===== config.mk =====
export PLATFORM = sky130hd
export DESIGN_NAME = rs232_send_arbiter
export DESIGN_NICKNAME = d
export VERILOG_FILES = /design/src/rtl/rs232_pkg.sv /design/src/rtl/rs232_rr_select.sv /design/src/rtl/rs232_send_arbiter.sv
export SDC_FILE = /design/constraint.sdc
export NUM_CORES = 1
export LEC_CHECK = 0
export CAP_MARGIN = 15
export CORE_MARGIN = 2
export CORE_UTILIZATION = 37
export CTS_BUF_LIST = sky130_fd_sc_hd__clkbuf_4 sky130_fd_sc_hd__clkbuf_8
export DETAILED_ROUTE_END_ITERATION = 6
export PLACE_DENSITY_LB_ADDON = 0.1
export SLEW_MARGIN = 0
export SYNTH_ARGS = -nofsm -noshare
export SYNTH_HDL_FRONTEND = slang
export SYNTH_HIERARCHICAL = 1
export SYNTH_SLANG_ARGS = --single-unit
export TNS_END_PERCENT = 100

===== constraint.sdc =====
create_clock -name clock -period 1.8 [get_ports clock]
set_input_delay 0.36 -clock clock [delete_from_list [all_inputs] [get_ports clock]]
set_output_delay 0.36 -clock clock [all_outputs]
set_load 0.02 [all_outputs]

===== src/rtl/rs232_pkg.sv =====
// Shared definitions for the rs232_send arbiter: FSM encoding and header format.
package rs232_pkg;

   typedef enum logic [1:0] {
      IDLE   = 2'd0,
      HEADER = 2'd1,
      BODY   = 2'd2
   } state_t;

   // Upper nibble of every source-ID header byte.
   localparam logic [3:0] HDR_NIBBLE = 4'hA;

   // Header byte announcing which requester owns the packet that follows.
   function automatic logic [7:0] header_byte(input logic [3:0] id);
      return {HDR_NIBBLE, id};
   endfunction

endpackage


===== src/rtl/rs232_rr_select.sv =====
// Combinational round-robin picker: first asserted request at or after ptr,
// wrapping at N-1 back to 0.
module rs232_rr_select
   import rs232_pkg::*;
#(
   parameter int N  = 4,
   parameter int GW = (N > 1) ? $clog2(N) : 1
) (
   input  logic [N-1:0]  req,
   input  logic [GW-1:0] ptr,
   output logic [GW-1:0] gnt,
   output logic          any
);

   logic [N-1:0] rot;
   int           off;
   int           sum;

   // Rotate requests so ptr sits at bit 0, take the lowest set bit, then undo the rotation.
   always_comb begin
      rot = N'({req, req} >> ptr);
      off = 0;
      any = 1'b0;
      for (int k = N - 1; k >= 0; k--) begin
         if (rot[k]) begin
            off = k;
            any = 1'b1;
         end
      end
      sum = int'(ptr) + off;
      if (sum > N - 1) begin
         sum = sum - N;
      end
      gnt = GW'(sum);
   end

endmodule


===== src/rtl/rs232_send_arbiter.sv =====
// Packet-atomic round-robin arbiter sharing one rs232_send byte port between
// N requesters, with optional source-ID header and mid-packet stall release.
module rs232_send_arbiter
   import rs232_pkg::*;
#(
   parameter int N         = 4,
   parameter int HEADER_EN = 1,
   parameter int TIMEOUT   = 0
) (
   input  logic           clock,
   input  logic           resetn,
   input  logic [8*N-1:0] in_data,
   input  logic [N-1:0]   in_valid,
   input  logic [N-1:0]   in_last,
   output logic [N-1:0]   in_ready,
   output logic [7:0]     out_data,
   output logic           out_valid,
   input  logic           out_ready,
   output logic           busy
);

   localparam int GW = (N > 1) ? $clog2(N) : 1;
   localparam int CW = (TIMEOUT > 0) ? $clog2(TIMEOUT + 1) : 1;
   localparam logic [GW-1:0] LAST_IDX = GW'(N - 1);
   localparam logic [CW-1:0] CNT_MAX  = (TIMEOUT > 0) ? CW'(TIMEOUT - 1) : '0;

   state_t        state, state_nx;
   logic [GW-1:0] grant, grant_nx;
   logic [GW-1:0] ptr, ptr_nx;
   logic [GW-1:0] pick;
   logic          pick_any;
   logic [CW-1:0] cnt, cnt_nx;
   logic [7:0]    sel_data;
   logic          sel_valid;
   logic          sel_last;

   // Successor index with explicit wrap so non-power-of-two N works.
   function automatic logic [GW-1:0] wrap_inc(input logic [GW-1:0] idx);
      return (idx == LAST_IDX) ? '0 : idx + 1'b1;
   endfunction

   rs232_rr_select #(
      .N  (N),
      .GW (GW)
   ) u_rr_select (
      .req (in_valid),
      .ptr (ptr),
      .gnt (pick),
      .any (pick_any)
   );

   // Route the granted requester's byte, valid and last flag.
   always_comb begin
      sel_data  = '0;
      sel_valid = 1'b0;
      sel_last  = 1'b0;
      for (int i = 0; i < N; i++) begin
         if (grant == GW'(i)) begin
            sel_data  = in_data[8*i +: 8];
            sel_valid = in_valid[i];
            sel_last  = in_last[i];
         end
      end
   end

   // State, grant, round-robin pointer and stall counter registers.
   always_ff @(posedge clock or negedge resetn) begin
      if (!resetn) begin
         state <= IDLE;
         grant <= '0;
         ptr   <= '0;
         cnt   <= '0;
      end else begin
         state <= state_nx;
         grant <= grant_nx;
         ptr   <= ptr_nx;
         cnt   <= cnt_nx;
      end
   end

   // Next-state logic and output muxing; a last-byte handshake takes priority over stall release.
   always_comb begin
      state_nx  = state;
      grant_nx  = grant;
      ptr_nx    = ptr;
      cnt_nx    = cnt;
      out_data  = '0;
      out_valid = 1'b0;
      in_ready  = '0;
      busy      = 1'b0;
      case (state)
         IDLE: begin
            cnt_nx = '0;
            if (pick_any) begin
               grant_nx = pick;
               state_nx = (HEADER_EN != 0) ? HEADER : BODY;
            end
         end
         HEADER: begin
            busy      = 1'b1;
            out_valid = 1'b1;
            out_data  = header_byte(4'(grant));
            cnt_nx    = '0;
            if (out_ready) begin
               state_nx = BODY;
            end
         end
         BODY: begin
            busy      = 1'b1;
            out_data  = sel_data;
            out_valid = sel_valid;
            for (int i = 0; i < N; i++) begin
               if (grant == GW'(i)) begin
                  in_ready[i] = out_ready;
               end
            end
            if (sel_valid && out_ready) begin
               cnt_nx = '0;
               if (sel_last) begin
                  state_nx = IDLE;
                  ptr_nx   = wrap_inc(grant);
               end
            end else if (!sel_valid && (TIMEOUT > 0)) begin
               if (cnt == CNT_MAX) begin
                  state_nx = IDLE;
                  ptr_nx   = wrap_inc(grant);
                  cnt_nx   = '0;
               end else begin
                  cnt_nx = cnt + 1'b1;
               end
            end
         end
         default: begin
            state_nx = IDLE;
         end
      endcase
   end

endmodule

# ---- After elaboration in Yosys (flattened, before gate mapping)
# Index checks and enable logic that the tools add are counted.
# Widths: inputs -> output; s select.
dict set report word_totals {
  reg_bits 6
  wordCells 59
  out_inout_bits 14
}
dict set report classes {
  order_cmp 1
  add_sub_neg 3
  n_shift 1
  eq_ne 9
  muxes 35
  reduce_logical 7
}
# cell count
set op_table {}
lappend op_table {{$mux 8} 4}
lappend op_table {{$mux 2} 10}
lappend op_table {{$mux 1} 17}
lappend op_table {{$pmux 8 s2} 1}
lappend op_table {{$ne 2x2->1 const B} 4}
lappend op_table {{$shr 8x2->4} 1}
lappend op_table {{$eq 2x2->1 const B} 3}
lappend op_table {{$pmux 2 s3} 1}
lappend op_table {{$eq 2x1->1 const B} 2}
lappend op_table {{$logic_not 2->1} 2}
lappend op_table {{$mux 4} 1}
lappend op_table {{$reduce_and 4->1} 1}
lappend op_table {{$add 2x2->3} 1}
lappend op_table {{$gt 3x2->1 const B} 1}
lappend op_table {{$reduce_and 3->1} 1}
lappend op_table {{$add 2x1->2 const B} 1}
lappend op_table {{$pmux 1 s2} 1}
lappend op_table {{$reduce_and 2->1} 1}
lappend op_table {{$reduce_or 2->1} 1}
lappend op_table {{$sub 2x1->2 const B} 1}
lappend op_table {{$logic_and 1x1->1} 1}

# ---- Logic depth before layout (Yosys ltp)
dict set report depth {
  ltp_word 8
  depth_mapped 8
}

# ---- Cells and area by module
# The synthesis kept the hierarchy.
# mod seq_area_each_um2 area_each_um2 n_inst cells_each
set modules_own_cells {}
lappend modules_own_cells {rs232_send_arbiter 150.1 947.2 1 121}
lappend modules_own_cells {rs232_rr_select 0.0 180.2 1 23}

# ---- Least setup slack after synthesis
# Ideal clock, no wire load.
dict set report synth_timing {
  kind {flip-flop to output port}
  from {register state[0]}
  to {output port out_data[5]}
  t_required_ns 1.440
  n_path_buf 0
  slack_ns -0.373
  stages_incl_launch_ff 6
  arrival_ns 1.813
  cell_sequence {dfrtp_1 > inv_1 > ha_1 > nand2_1 > or2_2 > o221ai_1}
}
dict set report synth_between {
  elab_chain_len 2
}
# element line_no
set synth_lines {}
lappend synth_lines {{start, declared} rs232_send_arbiter.sv:27} ;# state_t state, state_nx;
lappend synth_lines {{start signal, assigned} rs232_send_arbiter.sv:74} ;# state <= state_nx;
lappend synth_lines {{$eq 2x2->1 or $eq 2x1->1 (tied branches)} rs232_send_arbiter.sv:91} ;# case (state)
lappend synth_lines {{$pmux 8 s2 (*)} rs232_send_arbiter.sv:91}
lappend synth_lines {{end, declared} rs232_send_arbiter.sv:16} ;# output logic [7:0] out_data,
# Every way passes the cells marked *; elsewhere a longest branch is shown, timed or not.

# ---- Worst setup path after layout
dict set report layout_timing {
  from {register grant[0]}
  to {output port out_data[2]}
}
dict set report layout_between {
  elab_chain_len 6
}
# element line_no
set layout_lines {}
lappend layout_lines {{start, declared} rs232_send_arbiter.sv:28} ;# logic [GW-1:0] grant, grant_nx;
lappend layout_lines {{start signal, assigned} rs232_send_arbiter.sv:75} ;# grant <= grant_nx;
lappend layout_lines {{$logic_not 2->1} rs232_send_arbiter.sv:58} ;# if (grant == GW'(i)) begin
lappend layout_lines {{$mux 8 (3 in a row)} rs232_send_arbiter.sv:58}
lappend layout_lines {{$mux 8 (*)} rs232_send_arbiter.sv:58}
lappend layout_lines {{$pmux 8 s2 (*)} rs232_send_arbiter.sv:91}
# Marked as above.

==> run metrics <==
status complete, but fails checks; failing checks negative setup slack; DIE AREA 0.00350 sq mm; leakage power 1.04 nW; Peak VDD IR between 0.9 and 1 mV; CTS tree done; async set-reset flop share out of synthesis 1.00; Hold Fails Final Rpt 0; crit-path max FO 6; max_cap viols 0; DR vias ~1500; Hold Slack around 350 ps; post-synth cell types 42; Place WS -618 ps; register bit total from synthesis 6; Synth Warn # 6; DP HPWL around 3.2 mm; CP required ~1400 ps; Mapped Cells between 100 and 150; Worst path max stage delay 480 ps; CP endpoint kind primary output; I/O pin count 57; setup ws final -366 ps; GP Congestion a little under 0.8; Clk pin slew, worst setup/hold paths 40 ps; Seq/Total Area, Yosys 0.133; delay-heaviest family, CP compound AO/OA/AOI/OAI gates; met2 Usage GRT 0.482; Slew headroom 0.795; post-synthesis net count between 150 and 200; Area growth syn-to-layout 122%; Max Clock Skew ~1.0 ps; measured slew at the worst slew-check pin ~300 ps; Crit Path Class register to primary output; GR peak layer met2; diode count 0; Detailed Routing Iterations Pass 1 4; Routed Antenna Nets 0; total track usage 0.256; worst path bufs/invs 3; minimum clock period between 2000 and 2500 ps; row count 20; die width 59.2 um; Worst Setup Start Kind register; Main synth FF type dfrtp_1; H-tree Lvls 1; routed wire length roughly 4.7 mm; IO buf count 56; synthesized area 0.00113 sq mm; clock tree root driver cell clkbuf_4; initial antenna violation count 0; met3 Use GR 0.0371; WL/cell 16.8 um; first-pass GRT wire length 6.84 mm; DR DRC count 0; largest net degree at the start of global routing 11; worst path cell trace ha_4, buf_12, buf_8, a221oi_2, a211o_1, a21oi_4, buf_6; Final Max Slew Viols 0; critical path arrival about 1800 ps; number of flops mapped to enable cells by yosys 0; Crit-path slowest cell dfrtp_2; Worst R2R Setup Slack -280 ps; Initial Utilization 0.379; grt ovf 0; Clock Latency Late Sink 240 ps; Final #Nets 300; Tcrit/Tclk final 1.20; Via density about 5.5; die height around 59 um; core box area between 0.002 and 0.003 sq mm; Fmax between 400 and 500 MHz; global routing usage on met1 0.280; Final setup viols 14; Max clock buf depth 2; commonest non-fill, non-tap cells in the layout 38 x clkdlybuf4s50_1, 33 x buf_4, 25 x buf_6; hold buffers post-CTS 0; Avg Inst Size Synth about 7.8 sq um; Cell Pwr Density 1540 mW/mm^2; clock sinks 6; layout cells sized above 1 0.527; RSZ-0062 raised after global routing true; commonest non-fill, non-tap cell in the layout clkdlybuf4s50_1; cts bufs inserted 3; worst hold-check path type primary input to asynchronous set/reset pin; Power Total about 3.9 mW; vias in the first global route 1541; Setup TNS -3940 ps; Iter 0 DRT Violations between 50 and 60
Yosys cell counts, types with 4 or more instances:
library cell  count  area share
o221ai_1          4       0.031
a211o_1           4       0.031
nand3b_1          5       0.033
a21oi_1          14       0.062
nand2_1          20       0.067
inv_1            14       0.047
ha_1             10        0.11
dfrtp_1           6        0.13
and3_1            4       0.022
nor2b_1           8       0.044
buf_2             5       0.022
a221oi_1          4       0.031
cell families (layout without fill, tap and decap cells):
logic type	Yosys count	after routing	synth area share
AND/OR/NAND/NOR	51	51	0.253
AO/OA/AOI/OAI	46	46	0.331
buffers and inverters	22	123	0.0855
adder cells (fa/ha/maj)	10	10	0.111
multiplexers	7	7	0.0710
flip-flops	6	6	0.133
XOR/XNOR	2	2	0.0155
registers in the layout (all words and copies together) (netlist names):
register / cells
grant: 2
state: 2
ptr: 2
final timing paths:
kind	start	endpoint	depth (start not counted)
min in group clock	grant[0]	grant[0]	1
max in group asynchronous	resetn	grant[1]	1
hold / removal	resetn	ptr[1]	1
setup reg to reg	grant[1]	ptr[0]	8
hold reg to reg	grant[0]	grant[0]	1
setup / recovery	grant[0]	out_data[2]	7
metal layers:
layer / up-vias / routed length (um)
met2: 70 / 2550
met1: 724 / 1700
met3: 14 / 285
met4: 0 / 143
met5: - / 0
li1: 732 / -
area by class of cell:
cell class	count	area [sq um]
fill	170	473
clock buffer	3	22.5
inverter	14	57.6
tap	33	41.3
multi-input combinational	116	1210
timing repair buffer	106	1020
sequential	6	153
worst register-to-register path, stage by stage, from the launching register on:
cell      delay [ps]
dfrtp_2          440
buf_6            130
ha_4             170
buf_6            130
buf_6            110
buf_6            120
a221oi_4         360
nand4_4          160
mux2_4           330
stage by stage:
step / cell area, sq um / std cells / util
after global routing: 2500 / 278 / 0.841
final: 2500 / 278 / 0.841
after detailed placement: 2080 / 259 / 0.699
after global placement: 2080 / 259 / 0.699
after CTS: 2370 / 274 / 0.795
after floorplan: 1270 / 144 / -
power by group:
part	total, mW	internal (mW)	switching, mW	leakage (nW)
clock network	0.118	0.0750	0.0431	0.0138
logic	3.42	1.80	1.62	0.958
registers	0.321	0.206	0.115	0.0729
what timing repair did:
item | in CTS | in global routing
buffers inserted | 12 | 4
resized for setup | 123 | 27
pin swaps | 24 | 15
endpoints found under the setup margin | 20 | 18
Note: power is estimated with default switching activity, not from simulation.
